`src/rtl/i2cs_arb_pkg.sv`:
```
// Shared types for the I2C-peripheral register-port arbiter.
package i2cs_arb_pkg;

    localparam int ARB_ADDR_W = 8;
    localparam int ARB_DATA_W = 8;

    typedef enum logic {
        IDLE,
        GRANT
    } state_t;

    typedef enum logic {
        REQ_I2C,
        REQ_APB
    } req_id_t;

    // Default-width access record; the top rebuilds it from its own width parameters.
    typedef struct packed {
        logic                  we;
        logic [ARB_ADDR_W-1:0] addr;
        logic [ARB_DATA_W-1:0] wdata;
    } access_t;

endpackage

```
`src/rtl/i2cs_arb_starve_guard.sv`:
```
// Winner selection with APB starvation bound: wait counter, last-winner memory.
// The lock input freezes the counter and hides APB from arbitration.
module i2cs_arb_starve_guard
    import i2cs_arb_pkg::*;
#(
    parameter int APB_MAX_WAIT = 4
) (
    input  logic    clk,
    input  logic    rst_n,
    input  logic    arb_en,
    input  logic    i2c_req,
    input  logic    apb_req,
    input  logic    lock,
    output logic    grant_vld,
    output req_id_t winner
);

    localparam int CNT_W = (APB_MAX_WAIT < 1) ? 1 : $clog2(APB_MAX_WAIT + 1);
    localparam logic [CNT_W-1:0] WAIT_MAX = CNT_W'(APB_MAX_WAIT);

    logic [CNT_W-1:0] wait_cnt;
    req_id_t          last_winner;
    logic             apb_ok;
    logic             force_apb;

    // Requiring the previous winner to be I2C makes APB_MAX_WAIT=0 strictly alternate;
    // for larger limits wait_cnt can only reach the limit after an I2C grant anyway.
    always_comb begin
        apb_ok    = apb_req & ~lock;
        force_apb = (wait_cnt == WAIT_MAX) && (last_winner == REQ_I2C);
        grant_vld = arb_en & (i2c_req | apb_ok);
        winner    = REQ_I2C;
        if (apb_ok && (!i2c_req || force_apb)) begin
            winner = REQ_APB;
        end
    end

    always_ff @(posedge clk or negedge rst_n) begin
        if (!rst_n) begin
            wait_cnt    <= '0;
            last_winner <= REQ_APB;
        end else if (grant_vld) begin
            last_winner <= winner;
            if (winner == REQ_APB) begin
                wait_cnt <= '0;
            end else if (apb_ok && (wait_cnt != WAIT_MAX)) begin
                wait_cnt <= wait_cnt + CNT_W'(1);
            end
        end
    end

endmodule

```
`src/rtl/i2cs_reg_port_arbiter.sv`:
```
// Shares the register-file port between the I2C byte engine (priority) and APB decoder.
// Optional macro I2CS_ARB_LOCK_EN adds i2c_lock_i to hold APB off during I2C bursts.
module i2cs_reg_port_arbiter
    import i2cs_arb_pkg::*;
#(
    parameter int ADDR_W       = ARB_ADDR_W,
    parameter int DATA_W       = ARB_DATA_W,
    parameter int APB_MAX_WAIT = 4
) (
    input  logic              apb_pclk_i,
    input  logic              apb_presetn_i,
`ifdef I2CS_ARB_LOCK_EN
    input  logic              i2c_lock_i,
`endif
    input  logic              i2c_req_i,
    input  logic              i2c_we_i,
    input  logic [ADDR_W-1:0] i2c_addr_i,
    input  logic [DATA_W-1:0] i2c_wdata_i,
    output logic              i2c_gnt_o,
    output logic              i2c_rvalid_o,
    output logic [DATA_W-1:0] i2c_rdata_o,
    input  logic              apb_req_i,
    input  logic              apb_we_i,
    input  logic [ADDR_W-1:0] apb_addr_i,
    input  logic [DATA_W-1:0] apb_wdata_i,
    output logic              apb_gnt_o,
    output logic              apb_rvalid_o,
    output logic [DATA_W-1:0] apb_rdata_o,
    output logic [ADDR_W-1:0] reg_addr_o,
    output logic [DATA_W-1:0] reg_wdata_o,
    output logic              reg_we_o,
    output logic              reg_re_o,
    input  logic [DATA_W-1:0] reg_rdata_i
);

    typedef struct packed {
        logic              we;
        logic [ADDR_W-1:0] addr;
        logic [DATA_W-1:0] wdata;
    } port_acc_t;

    state_t    state_q;
    state_t    state_d;
    logic      grant_vld;
    req_id_t   winner;
    logic      lock;
    port_acc_t i2c_acc;
    port_acc_t apb_acc;
    port_acc_t win_acc;

`ifdef I2CS_ARB_LOCK_EN
    assign lock = i2c_lock_i;
`else
    assign lock = 1'b0;
`endif

    assign i2c_acc = {i2c_we_i, i2c_addr_i, i2c_wdata_i};
    assign apb_acc = {apb_we_i, apb_addr_i, apb_wdata_i};

    i2cs_arb_starve_guard #(
        .APB_MAX_WAIT(APB_MAX_WAIT)
    ) u_starve_guard (
        .clk      (apb_pclk_i),
        .rst_n    (apb_presetn_i),
        .arb_en   (state_q == IDLE),
        .i2c_req  (i2c_req_i),
        .apb_req  (apb_req_i),
        .lock     (lock),
        .grant_vld(grant_vld),
        .winner   (winner)
    );

    always_comb begin
        state_d = state_q;
        win_acc = (winner == REQ_APB) ? apb_acc : i2c_acc;
        unique case (state_q)
            IDLE:    if (grant_vld) state_d = GRANT;
            GRANT:   state_d = IDLE;
            default: state_d = IDLE;
        endcase
    end

    always_ff @(posedge apb_pclk_i or negedge apb_presetn_i) begin
        if (!apb_presetn_i) begin
            state_q <= IDLE;
        end else begin
            state_q <= state_d;
        end
    end

    // Strobes and grants live for exactly the GRANT cycle; read data is captured as it ends.
    always_ff @(posedge apb_pclk_i or negedge apb_presetn_i) begin
        if (!apb_presetn_i) begin
            i2c_gnt_o    <= 1'b0;
            apb_gnt_o    <= 1'b0;
            i2c_rvalid_o <= 1'b0;
            apb_rvalid_o <= 1'b0;
            i2c_rdata_o  <= '0;
            apb_rdata_o  <= '0;
            reg_addr_o   <= '0;
            reg_wdata_o  <= '0;
            reg_we_o     <= 1'b0;
            reg_re_o     <= 1'b0;
        end else begin
            i2c_gnt_o    <= 1'b0;
            apb_gnt_o    <= 1'b0;
            i2c_rvalid_o <= 1'b0;
            apb_rvalid_o <= 1'b0;
            reg_we_o     <= 1'b0;
            reg_re_o     <= 1'b0;
            if ((state_q == IDLE) && grant_vld) begin
                reg_addr_o  <= win_acc.addr;
                reg_wdata_o <= win_acc.wdata;
                reg_we_o    <= win_acc.we;
                reg_re_o    <= ~win_acc.we;
                i2c_gnt_o   <= (winner == REQ_I2C);
                apb_gnt_o   <= (winner == REQ_APB);
            end
            if ((state_q == GRANT) && reg_re_o) begin
                if (i2c_gnt_o) begin
                    i2c_rdata_o  <= reg_rdata_i;
                    i2c_rvalid_o <= 1'b1;
                end
                if (apb_gnt_o) begin
                    apb_rdata_o  <= reg_rdata_i;
                    apb_rvalid_o <= 1'b1;
                end
            end
        end
    end

endmodule

```
`config.mk`:
```
export PLATFORM = sky130hd
export DESIGN_NAME = i2cs_reg_port_arbiter
export DESIGN_NICKNAME = d
export VERILOG_FILES = /design/src/rtl/i2cs_arb_pkg.sv /design/src/rtl/i2cs_arb_starve_guard.sv /design/src/rtl/i2cs_reg_port_arbiter.sv
export SDC_FILE = /design/constraint.sdc
export NUM_CORES = 1
export LEC_CHECK = 0
export CAP_MARGIN = 20
export CORE_MARGIN = 4
export CORE_UTILIZATION = 44
export CTS_CLUSTER_SIZE = 24
export DETAILED_ROUTE_END_ITERATION = 16
export PLACE_DENSITY = 0.84
export SETUP_SLACK_MARGIN = 0.02
export SLEW_MARGIN = 20
export SYNTH_ARGS = -nofsm -noshare
export SYNTH_HDL_FRONTEND = slang
export SYNTH_SLANG_ARGS = --single-unit
```
`constraint.sdc`:
```
create_clock -name apb_pclk_i -period 3.65 [get_ports apb_pclk_i]
set_input_delay 0.365 -clock apb_pclk_i [delete_from_list [all_inputs] [get_ports apb_pclk_i]]
set_output_delay 0.365 -clock apb_pclk_i [all_outputs]
set_load 0.02 [all_outputs]
```
After elaboration in Yosys (flattened, before gate mapping)
Cells that the tools add are included.
{"block": "totals", "regBits": 43, "input_bits": 46, "output_inout_bits": 38, "elab_cells": 47}
{"block": "op_classes", "add_sub_neg": 1, "eq_ne": 2, "mux": 14, "bitwise_logic": 6, "reduce_logical": 11}
{"cell": "17-bit two-way mux", "n": 1}
{"cell": "1-bit two-way mux", "n": 10}
{"cell": "3-bit two-way mux", "n": 2}
{"cell": "2-bit AND reduction", "n": 3}
{"cell": "1-bit logical AND", "n": 5}
{"cell": "1-bit inverter", "n": 4}
{"cell": "3-bit by 1-bit adder with 3-bit output, second input constant", "n": 1}
{"cell": "3-bit == test, second input constant", "n": 1}
{"cell": "3-bit != test, second input constant", "n": 1}
{"cell": "1-bit one-hot mux with 2 select lines", "n": 1}
{"cell": "2-bit nonzero test", "n": 1}
{"cell": "1-bit AND", "n": 1}
{"cell": "1-bit logical NOT", "n": 1}
{"cell": "1-bit logical OR", "n": 1}
{"cell": "1-bit bitwise OR", "n": 1}

Depth between registers and ports, before layout
Gate-level depths: netlist (run 1).
{"block": "depth", "ltp_word": 8, "depth_mapped": 6, "mapped_depth_nobuf": 5}

Hierarchy
Synthesis (run 1) repeated with hierarchy kept, for this count alone.
{"block": "hier_totals", "hier_cells": 133, "hier_area_um2": 1986.9}
{"module": "i2cs_reg_port_arbiter", "instances": 1, "cells_each": 103, "area_each_um2": 1697.9, "seq_area_each_um2": 975.9}
{"module": "i2cs_arb_starve_guard", "instances": 1, "cells_each": 30, "area_each_um2": 289.0, "seq_area_each_um2": 101.3}

Least setup slack after synthesis (run 1)
OpenSTA, ideal clock, no wires.
{"block": "synth_path", "path_kind": "flip-flop to flip-flop", "start": "reg u_starve_guard.wait_cnt[0]", "end": "reg reg_addr_o[1]", "setup_time_ns": 0.126, "arrival_ns": 1.429, "required_ns": 3.524, "setup_slack_ns": 2.095, "stages_incl_launch_ff": 7, "path_buffers": 1, "path_cell_list": "dfrtp_1 > inv_1 > ha_1 > and4b_4 > nor3b_4 > buf_6 > a221o_1"}
{"block": "synth_via", "elab_chain_len": 6}
{"element": "from (decl)", "line": "i2cs_arb_starve_guard.sv:21", "text": "logic [CNT_W-1:0] wait_cnt;"}
{"element": "from (signal assigned)", "line": "i2cs_arb_starve_guard.sv:47", "text": "wait_cnt <= wait_cnt + CNT_W'(1);"}
{"element": "3-bit == test", "line": "i2cs_arb_starve_guard.sv:30", "text": "force_apb = (wait_cnt == WAIT_MAX) && (last_winner == REQ_I2C);"}
{"element": "1-bit logical AND", "line": "i2cs_arb_starve_guard.sv:30"}
{"element": "1-bit logical OR", "line": "i2cs_arb_starve_guard.sv:33", "text": "if (apb_ok && (!i2c_req || force_apb)) begin"}
{"element": "1-bit logical AND", "line": "i2cs_arb_starve_guard.sv:33"}
{"element": "1-bit two-way mux", "line": "i2cs_arb_starve_guard.sv:33"}
{"element": "17-bit two-way mux", "line": "i2cs_reg_port_arbiter.sv:75", "text": "win_acc = (winner == REQ_APB) ? apb_acc : i2c_acc;"}
{"element": "to (signal assigned)", "line": "i2cs_reg_port_arbiter.sv:112", "text": "reg_addr_o <= win_acc.addr;"}
{"element": "to (decl)", "line": "i2cs_reg_port_arbiter.sv:29", "text": "output logic [ADDR_W-1:0] reg_addr_o,"}
No other way between the ends.
A chain may end at the register's enable or synchronous reset.

Final worst setup path (run 1)
{"block": "layout_path", "start": "reg u_starve_guard.wait_cnt[0]", "end": "reg reg_wdata_o[6]"}
{"block": "layout_via", "elab_chain_len": 6}
{"element": "3-bit == test", "line": "i2cs_arb_starve_guard.sv:30"}
{"element": "1-bit logical AND", "line": "i2cs_arb_starve_guard.sv:30"}
{"element": "1-bit logical OR", "line": "i2cs_arb_starve_guard.sv:33"}
{"element": "1-bit logical AND", "line": "i2cs_arb_starve_guard.sv:33"}
{"element": "1-bit two-way mux", "line": "i2cs_arb_starve_guard.sv:33"}
{"element": "17-bit two-way mux", "line": "i2cs_reg_port_arbiter.sv:75"}
{"element": "to (signal assigned)", "line": "i2cs_reg_port_arbiter.sv:113", "text": "reg_wdata_o <= win_acc.wdata;"}
{"element": "to (decl)", "line": "i2cs_reg_port_arbiter.sv:30", "text": "output logic [DATA_W-1:0] reg_wdata_o,"}
No other way between the ends.

==> summary.md, run 1 <==
| Metric | Value |
|---|---|
| Critical Path Start Type | register |
| Global-route wire length before repair | 6880 um |
| VDD IR max | 0.283 mV |
| Final global-route overflow total | 0 |
| RSZ-0062 raised after global routing | false |
| Dpl hpwl | 3180 um |
| DR top layer | met4 |
| Worst setup path class | register to register |
| TritonRoute pass-1 iters | 4 |
| Area leader, netlist | dfrtp_1 |
| Synth Area in Compound Gates | 0.145 |
| Die ar. | 5300 um2 |
| Minimum clock period | 1.90 ns |
| Syn. warnings | 0 |
| Number of global-route vias before repair | 1443 |
| Port Buffers | 83 |
| Worst-path maximum fanout | 17 |
| Netlist cell types | 30 |
| Fmax | 526 MHz |
| WL per Instance | 15.7 um |
| Mux cell area share after synthesis | 0.0975 |
| Clock buffer depth | 2 |
| Lkg Pwr | 1.18 nW |
| Final nets | 267 |
| Hold buffers post-CTS | 0 |
| Total track usage | 0.168 |
| Vias per cell | 5.12 |
| Worst setup EP type | register |
| Synth top area cells | dfrtp_1 (57%), mux2_2 (9.7%), a221o_1 (4.9%), a221o_2 (4.3%), and2_1 (3.0%) |
| DR vias | 1377 |
| Max Slew Vio Count | 0 |
| Layout cells sized above 1 | 0.210 |
| Slew margin rel. | 0.389 |
| Seq/Total Area, Yosys | 0.583 |
| Ports | 84 |
| Cts bufs inserted | 5 |
| ANT nets after route | 0 |
| Metal3 WL | 192 um |
| Avg Inst Size Synth | 13.8 um2 |
| Fin crit share | 0.521 |
| Pwr/cell area | 602 nW/um2 |
| Maxcap violations | 0 |
| Post-Synth XOR/XNOR Area | 0 |
| Outcome | finished, final reports clean |
| Core area | 4030 um2 |
| Number of gates resized after CTS | 0 |
| Largest family of logic cells by synthesized area | compound AO/OA/AOI/OAI gates |
| Reg area | 1080 um2 |
| Post-Layout Cell Count | 269 |
| CTS tree | done |
| R2R depth | 5 |
| DRC violations left | 0 |
| Synth Register Bits | 43 |
| CTS sink count | 43 |
| Post-synthesis adder-cell area fraction | 0.0135 |
| Area Overhead vs Synth | 50.2% |
| DR iter-0 viols | 42 |
| Metal2 WL | 2050 um |
| Reg2reg start | u_starve_guard.wait_cnt[0] |
| Most frequent cells in the layout | clkdlybuf4s50_1 (82), dfrtp_1 (42), mux2_2 (16), a221o_1 (9), and2_1 (9) |
| Top-area cell type share of the netlist area | 0.569 |
| Reg clk slew, reported paths | 0.08 ns |
| Die height | 72.8 um |
| RePlAce Congestion | 0.737 |
| Clk_lat worst skew | 0.28 ns |
| CP required | 3.87 ns |
| H-tree levels | 2 |
| Least-Margin Pin Slew | 0.917 ns |
| Inst Count DP | 262 |
| Clk root buf | clkbuf_8 |
| Setup TNS | 0 ns |
| Buf+Inv Stages, Crit Path | 1 |
| Synth Instances | 134 |
| Final Hold Viols | 0 |
| Synth Net Count | 182 |
| CP Cell Sequence | inv_1 -> ha_1 -> and4b_4 -> nor3b_4 -> a221o_2 |
| CP top delay family | simple AND/OR/NAND/NOR gates |
| Simple-gate portion of the synthesized area | 0.125 |
| CP peak stage delay | 0.59 ns |
| Initial Util | 0.459 |
| Setup slack, reg-to-reg | 1.75 ns |
| Post-Syn Area | 1850 um2 |
| Arrival time worst endpoint | 2.12 ns |
| Site Rows | 23 |
| CP max stage cell | nor3b_4 |
| Clk_skew | 0.00358 ns |
| Commonest non-fill, non-tap cell in the layout | clkdlybuf4s50_1 |
| Fill cells | 302 |
| Die span in x | 72.8 um |
| RR Endpoint | reg_wdata_o[6] |
| Final setup violation count | 0 |
| Initial antenna violation count | 0 |
| M1 WL | 1880 um |
| Largest net degree at the start of global routing | 44 |
| Post CTS Setup Buffer Count | 0 |
| Post-Route WL | 4230 um |
| Hold Path Class | input pin to asynchronous set/reset pin |
| Multi-input gate area | 703 um2 |
| Diode count | 0 |
-- per-stage QoR --
stage | cell area, um2 | hold slack [ns] | setup slack, ns | power, W | util
after CTS | 2780 | 0.238 | 1.74 | 0.00169 | 0.689
after detailed placement | 2690 | 0.492 | 1.49 | 0.00139 | 0.667
after floorplan | 1850 | 0.0694 | 2.10 | 0.00104 | -
after global placement | 2690 | 0.486 | 1.53 | 0.00137 | 0.667
after global routing | 2780 | 0.297 | 1.62 | 0.00175 | 0.689
final | 2780 | 0.213 | 1.75 | 0.00167 | 0.689
-- state kept, by name, indices dropped and copies added, names as in the netlist --
name,cells
apb_rdata_o,8
i2c_rdata_o,8
reg_addr_o,8
reg_wdata_o,8
u_starve_guard.wait_cnt,3
apb_gnt_o,1
apb_rvalid_o,1
i2c_gnt_o,1
i2c_rvalid_o,1
reg_re_o,1
reg_we_o,1
state_q,1
u_starve_guard.last_winner,1
-- area by class of cell --
type | instances | area share
inverters | 5 | 0.00676
flip-flops and latches | 43 | 0.388
clock inverters | 1 | 0.00180
well taps | 50 | 0.0225
clock buffers | 6 | 0.0298
multi-input cells | 81 | 0.253
repair buffers | 83 | 0.298
-- worst max path at each step --
stage / depth (start not counted) / endpoint / from
4_1_cts: 5 / reg_wdata_o[6] / u_starve_guard.wait_cnt[0]
2_1_floorplan: 6 / reg_addr_o[1] / u_starve_guard.wait_cnt[0]
5_1_grt: 5 / reg_wdata_o[6] / u_starve_guard.wait_cnt[0]
3_3_place_gp: 3 / reg_wdata_o[1] / i2c_req_i
6_report: 5 / reg_wdata_o[6] / u_starve_guard.wait_cnt[0]
3_5_place_dp: 3 / reg_wdata_o[6] / i2c_req_i
-- per-layer routing --
layer | track usage | vias to the layer above
met5 | 0 | -
met2 | 0.264 | 47
met1 | 0.223 | 657
li1 | - | 663
met3 | 0.0386 | 10
met4 | 0.0738 | 0
-- cells in the mapped netlist --
| library cell | count |
|---|---|
| a21o_2 | 1 |
| a21oi_1 | 5 |
| a21oi_2 | 1 |
| a221o_1 | 9 |
| a221o_2 | 7 |
| a31o_2 | 2 |
| and2_1 | 9 |
| and2_2 | 7 |
| and4b_4 | 1 |
| buf_4 | 1 |
| buf_6 | 3 |
| clkbuf_4 | 1 |
| dfrtp_1 | 42 |
| dfstp_2 | 1 |
| ha_1 | 2 |
| inv_1 | 5 |
| mux2_2 | 16 |
| nand2_1 | 2 |
| nand2b_1 | 1 |
| nand3_1 | 4 |
| nand3b_1 | 1 |
| nand4_1 | 1 |
| nand4b_1 | 2 |
| nor2_1 | 3 |
| nor2b_1 | 2 |
| nor3b_4 | 1 |
| o211ai_1 | 1 |
| o21ai_0 | 1 |
| o21bai_4 | 1 |
| o31ai_1 | 1 |
-- power by group --
| part | switching [W] | internal [W] | leakage, nW |
|---|---|---|---|
| Clock | 0.000146 | 0.000148 | 0.0470 |
| Combinational | 0.000313 | 0.000376 | 0.603 |
| Sequential | 0.0000763 | 0.000610 | 0.526 |
-- kinds of logic (layout without fill, tap and decap cells) --
logic type,Yosys count,count (layout)
AO/OA/AOI/OAI,29,29
buffers and inverters,10,95
adder cells (fa/ha/maj),2,2
multiplexers,16,16
flip-flops,43,43
AND/OR/NAND/NOR,34,34
(Power assumes the default switching activity.)
==> inputs of run 2 (changes only) <==
- CORE_UTILIZATION: 44 -> 41
- PLACE_DENSITY: 0.84 -> 0.79
- clock period: 3.65 -> 1.81 ns (I/O delays scaled with it)
==> summary.md, run 2 (synthesized netlist as in run 1, its figures left out) <==
| Metric | Value |
|---|---|
| Hold Path Class | input pin to asynchronous set/reset pin (unchanged) |
| Least-Margin Pin Slew | 0.536 ns (was 0.917 ns) |
| Die span in x | 75.1 um (was 72.8 um) |
| Diode count | 0 (unchanged) |
| Fin crit share | 0.926 (was 0.521) |
| Pre-CTS WS | -0.0538 ns (was 1.49 ns) |
| Final Hold Viols | 0 (unchanged) |
| Cts bufs inserted | 5 (unchanged) |
| Setup slack, reg-to-reg | 0.13 ns (was 1.75 ns) |
| Die height | 75.1 um (was 72.8 um) |
| Minimum clock period | 1.68 ns (was 1.90 ns) |
| DR vias | 1411 (was 1377) |
| Most frequent cells in the layout | clkdlybuf4s50_1 (82), dfrtp_1 (42), mux2_2 (16), a221o_1 (9), and2_1 (9) (unchanged) |
| Number of global-route vias before repair | 1443 (unchanged) |
| CP endpoint | reg_wdata_o[2] (was reg_wdata_o[6]) |
| Area Overhead vs Synth | 57.1% (was 50.2%) |
| Vias per cell | 5.02 (was 5.12) |
| Fmax | 597 MHz (was 526 MHz) |
| Final global-route overflow total | 0 (unchanged) |
| CTS sink count | 43 (unchanged) |
| DRC violations left | 0 (unchanged) |
| Slew margin rel. | 0.643 (was 0.389) |
| Final setup violation count | 0 (unchanged) |
| Max Slew Vio Count | 0 (unchanged) |
| Final nets | 276 (was 267) |
| ANT nets after route | 0 (unchanged) |
| Ports | 84 (unchanged) |
| Core area | 4350 um2 (was 4030 um2) |
| Clock buffer depth | 2 (unchanged) |
| Clk_lat worst skew | 0.29 ns (was 0.28 ns) |
| Dpl hpwl | 3330 um (was 3180 um) |
| DR top layer | met4 (unchanged) |
| Critical Path Start Type | register (unchanged) |
| DR iter-0 viols | 39 (was 42) |
| Reg clk slew, reported paths | 0.08 ns (about the same) |
| Largest net degree at the start of global routing | 44 (unchanged) |
| Worst-path maximum fanout | 18 (was 17) |
| Clk_skew | 0.00675 ns (was 0.00358 ns) |
| Reg2reg start | u_starve_guard.wait_cnt[0] (unchanged) |
| Commonest non-fill, non-tap cell in the layout | clkdlybuf4s50_1 (unchanged) |
| Maxcap violations | 0 (unchanged) |
| Layout cells sized above 1 | 0.240 (was 0.210) |
| RR Endpoint | reg_wdata_o[2] (was reg_wdata_o[6]) |
| Worst setup path class | register to register (unchanged) |
| RePlAce Congestion | 0.810 (was 0.737) |
| Outcome | finished, final reports clean (unchanged) |
| Site Rows | 24 (was 23) |
| CTS tree | done (unchanged) |
| H-tree levels | 2 (unchanged) |
| Pwr/cell area | 1230 nW/um2 (was 602 nW/um2) |
| Worst Setup SP | u_starve_guard.wait_cnt[0] (unchanged) |
| Post-Route WL | 4500 um (was 4230 um) |
| CP required | 1.98 ns (was 3.87 ns) |
| Clk root buf | clkbuf_8 (unchanged) |
| Port Buffers | 83 (unchanged) |
| Post-route setup slack | 0.134 ns (was 1.75 ns) |
| Lkg Pwr | 1.24 nW (was 1.18 nW) |
| Global-route wire length before repair | 6890 um (was 6880 um) |
| Total track usage | 0.166 (was 0.168) |
| RSZ-0062 raised after global routing | false (unchanged) |
| Power Total | 0.00358 W (was 0.00167 W) |
| Worst setup EP type | register (unchanged) |
| R2R depth | 7 (was 5) |
| Metal2 WL | 2290 um (was 2050 um) |
| WL per Instance | 16.0 um (was 15.7 um) |
| Cell area after layout | 2900 um2 (was 2780 um2) |
| Fill cells | 348 (was 302) |
| Initial antenna violation count | 0 (unchanged) |
| VDD IR max | 0.625 mV (was 0.283 mV) |
| Arrival time worst endpoint | 1.85 ns (was 2.12 ns) |
| TritonRoute pass-1 iters | 4 (unchanged) |
| Placed Area | 2760 um2 (was 2690 um2) |
| M1 WL | 1860 um (was 1880 um) |
| Metal3 WL | 294 um (was 192 um) |
| Initial Util | 0.424 (was 0.459) |
| Die ar. | 5650 um2 (was 5300 um2) |
## run 2: changes by cell type in the layout (fill, tap and decap cells not counted)
cell	change
dlygate4sd3_1	+1
buf_12	+2
bufinv_16	+1
buf_4	+6
## run 2: power breakdown
part	internal (W)	total (W)	switching, W	leakage [nW]
Sequential	0.00123	0.00138	0.000149	0.526
Combinational	0.000793	0.00143	0.000642	0.653
Clock	0.000446	0.000767	0.000321	0.0612
## run 2: layer usage
layer / up-vias / global-route usage
met5: - / 0
met4: 0 / 0.0524
met3: 4 / 0.0454
met2: 53 / 0.292
met1: 672 / 0.198
li1: 682 / -
## run 2: worst min-delay path by stage
stage,to,cells after the start
2_1_floorplan,apb_gnt_o,0
3_3_place_gp,reg_we_o,2
3_5_place_dp,u_starve_guard.wait_cnt[2],2
4_1_cts,reg_wdata_o[5],2
5_1_grt,reg_wdata_o[7],2
6_report,u_starve_guard.wait_cnt[2],3
## run 2: critical path: stages, from the launching register on
cell      delay (ns)
dfrtp_1         0.37
inv_1           0.08
ha_1            0.23
buf_4           0.16
nand3b_1        0.10
a21oi_2         0.08
buf_12          0.15
a221o_2         0.39
## run 2: stage by stage
stage                     hold WS, ns  utilization  TNS (ns)  instances
after floorplan                -0.115            -         0        134
after global placement          0.281        0.633         0        271
after detailed placement        0.285        0.633    -0.482        271
after CTS                       0.488        0.667         0        281
after global routing            0.487        0.667         0        281
final                           0.486        0.667         0        281
## run 2: cell type report
cell class | instances | area [um2] | area share
clock buffer | 6 | 82.6 | 0.0284
clock inverter | 2 | 35.0 | 0.0121
inverter | 5 | 18.8 | 0.00647
multi-input combinational | 81 | 703 | 0.242
sequential | 43 | 1080 | 0.371
tap | 52 | 65.1 | 0.0224
timing repair buffer | 92 | 921 | 0.317
## run 2: repair_timing
item                                    in CTS  in global routing
hold buffers                                 1                  0
setup buffers                                1                  0
hold endpoints to repair                    42                  0
endpoints found under the setup margin      16                  0
gates resized for setup                      0                  0
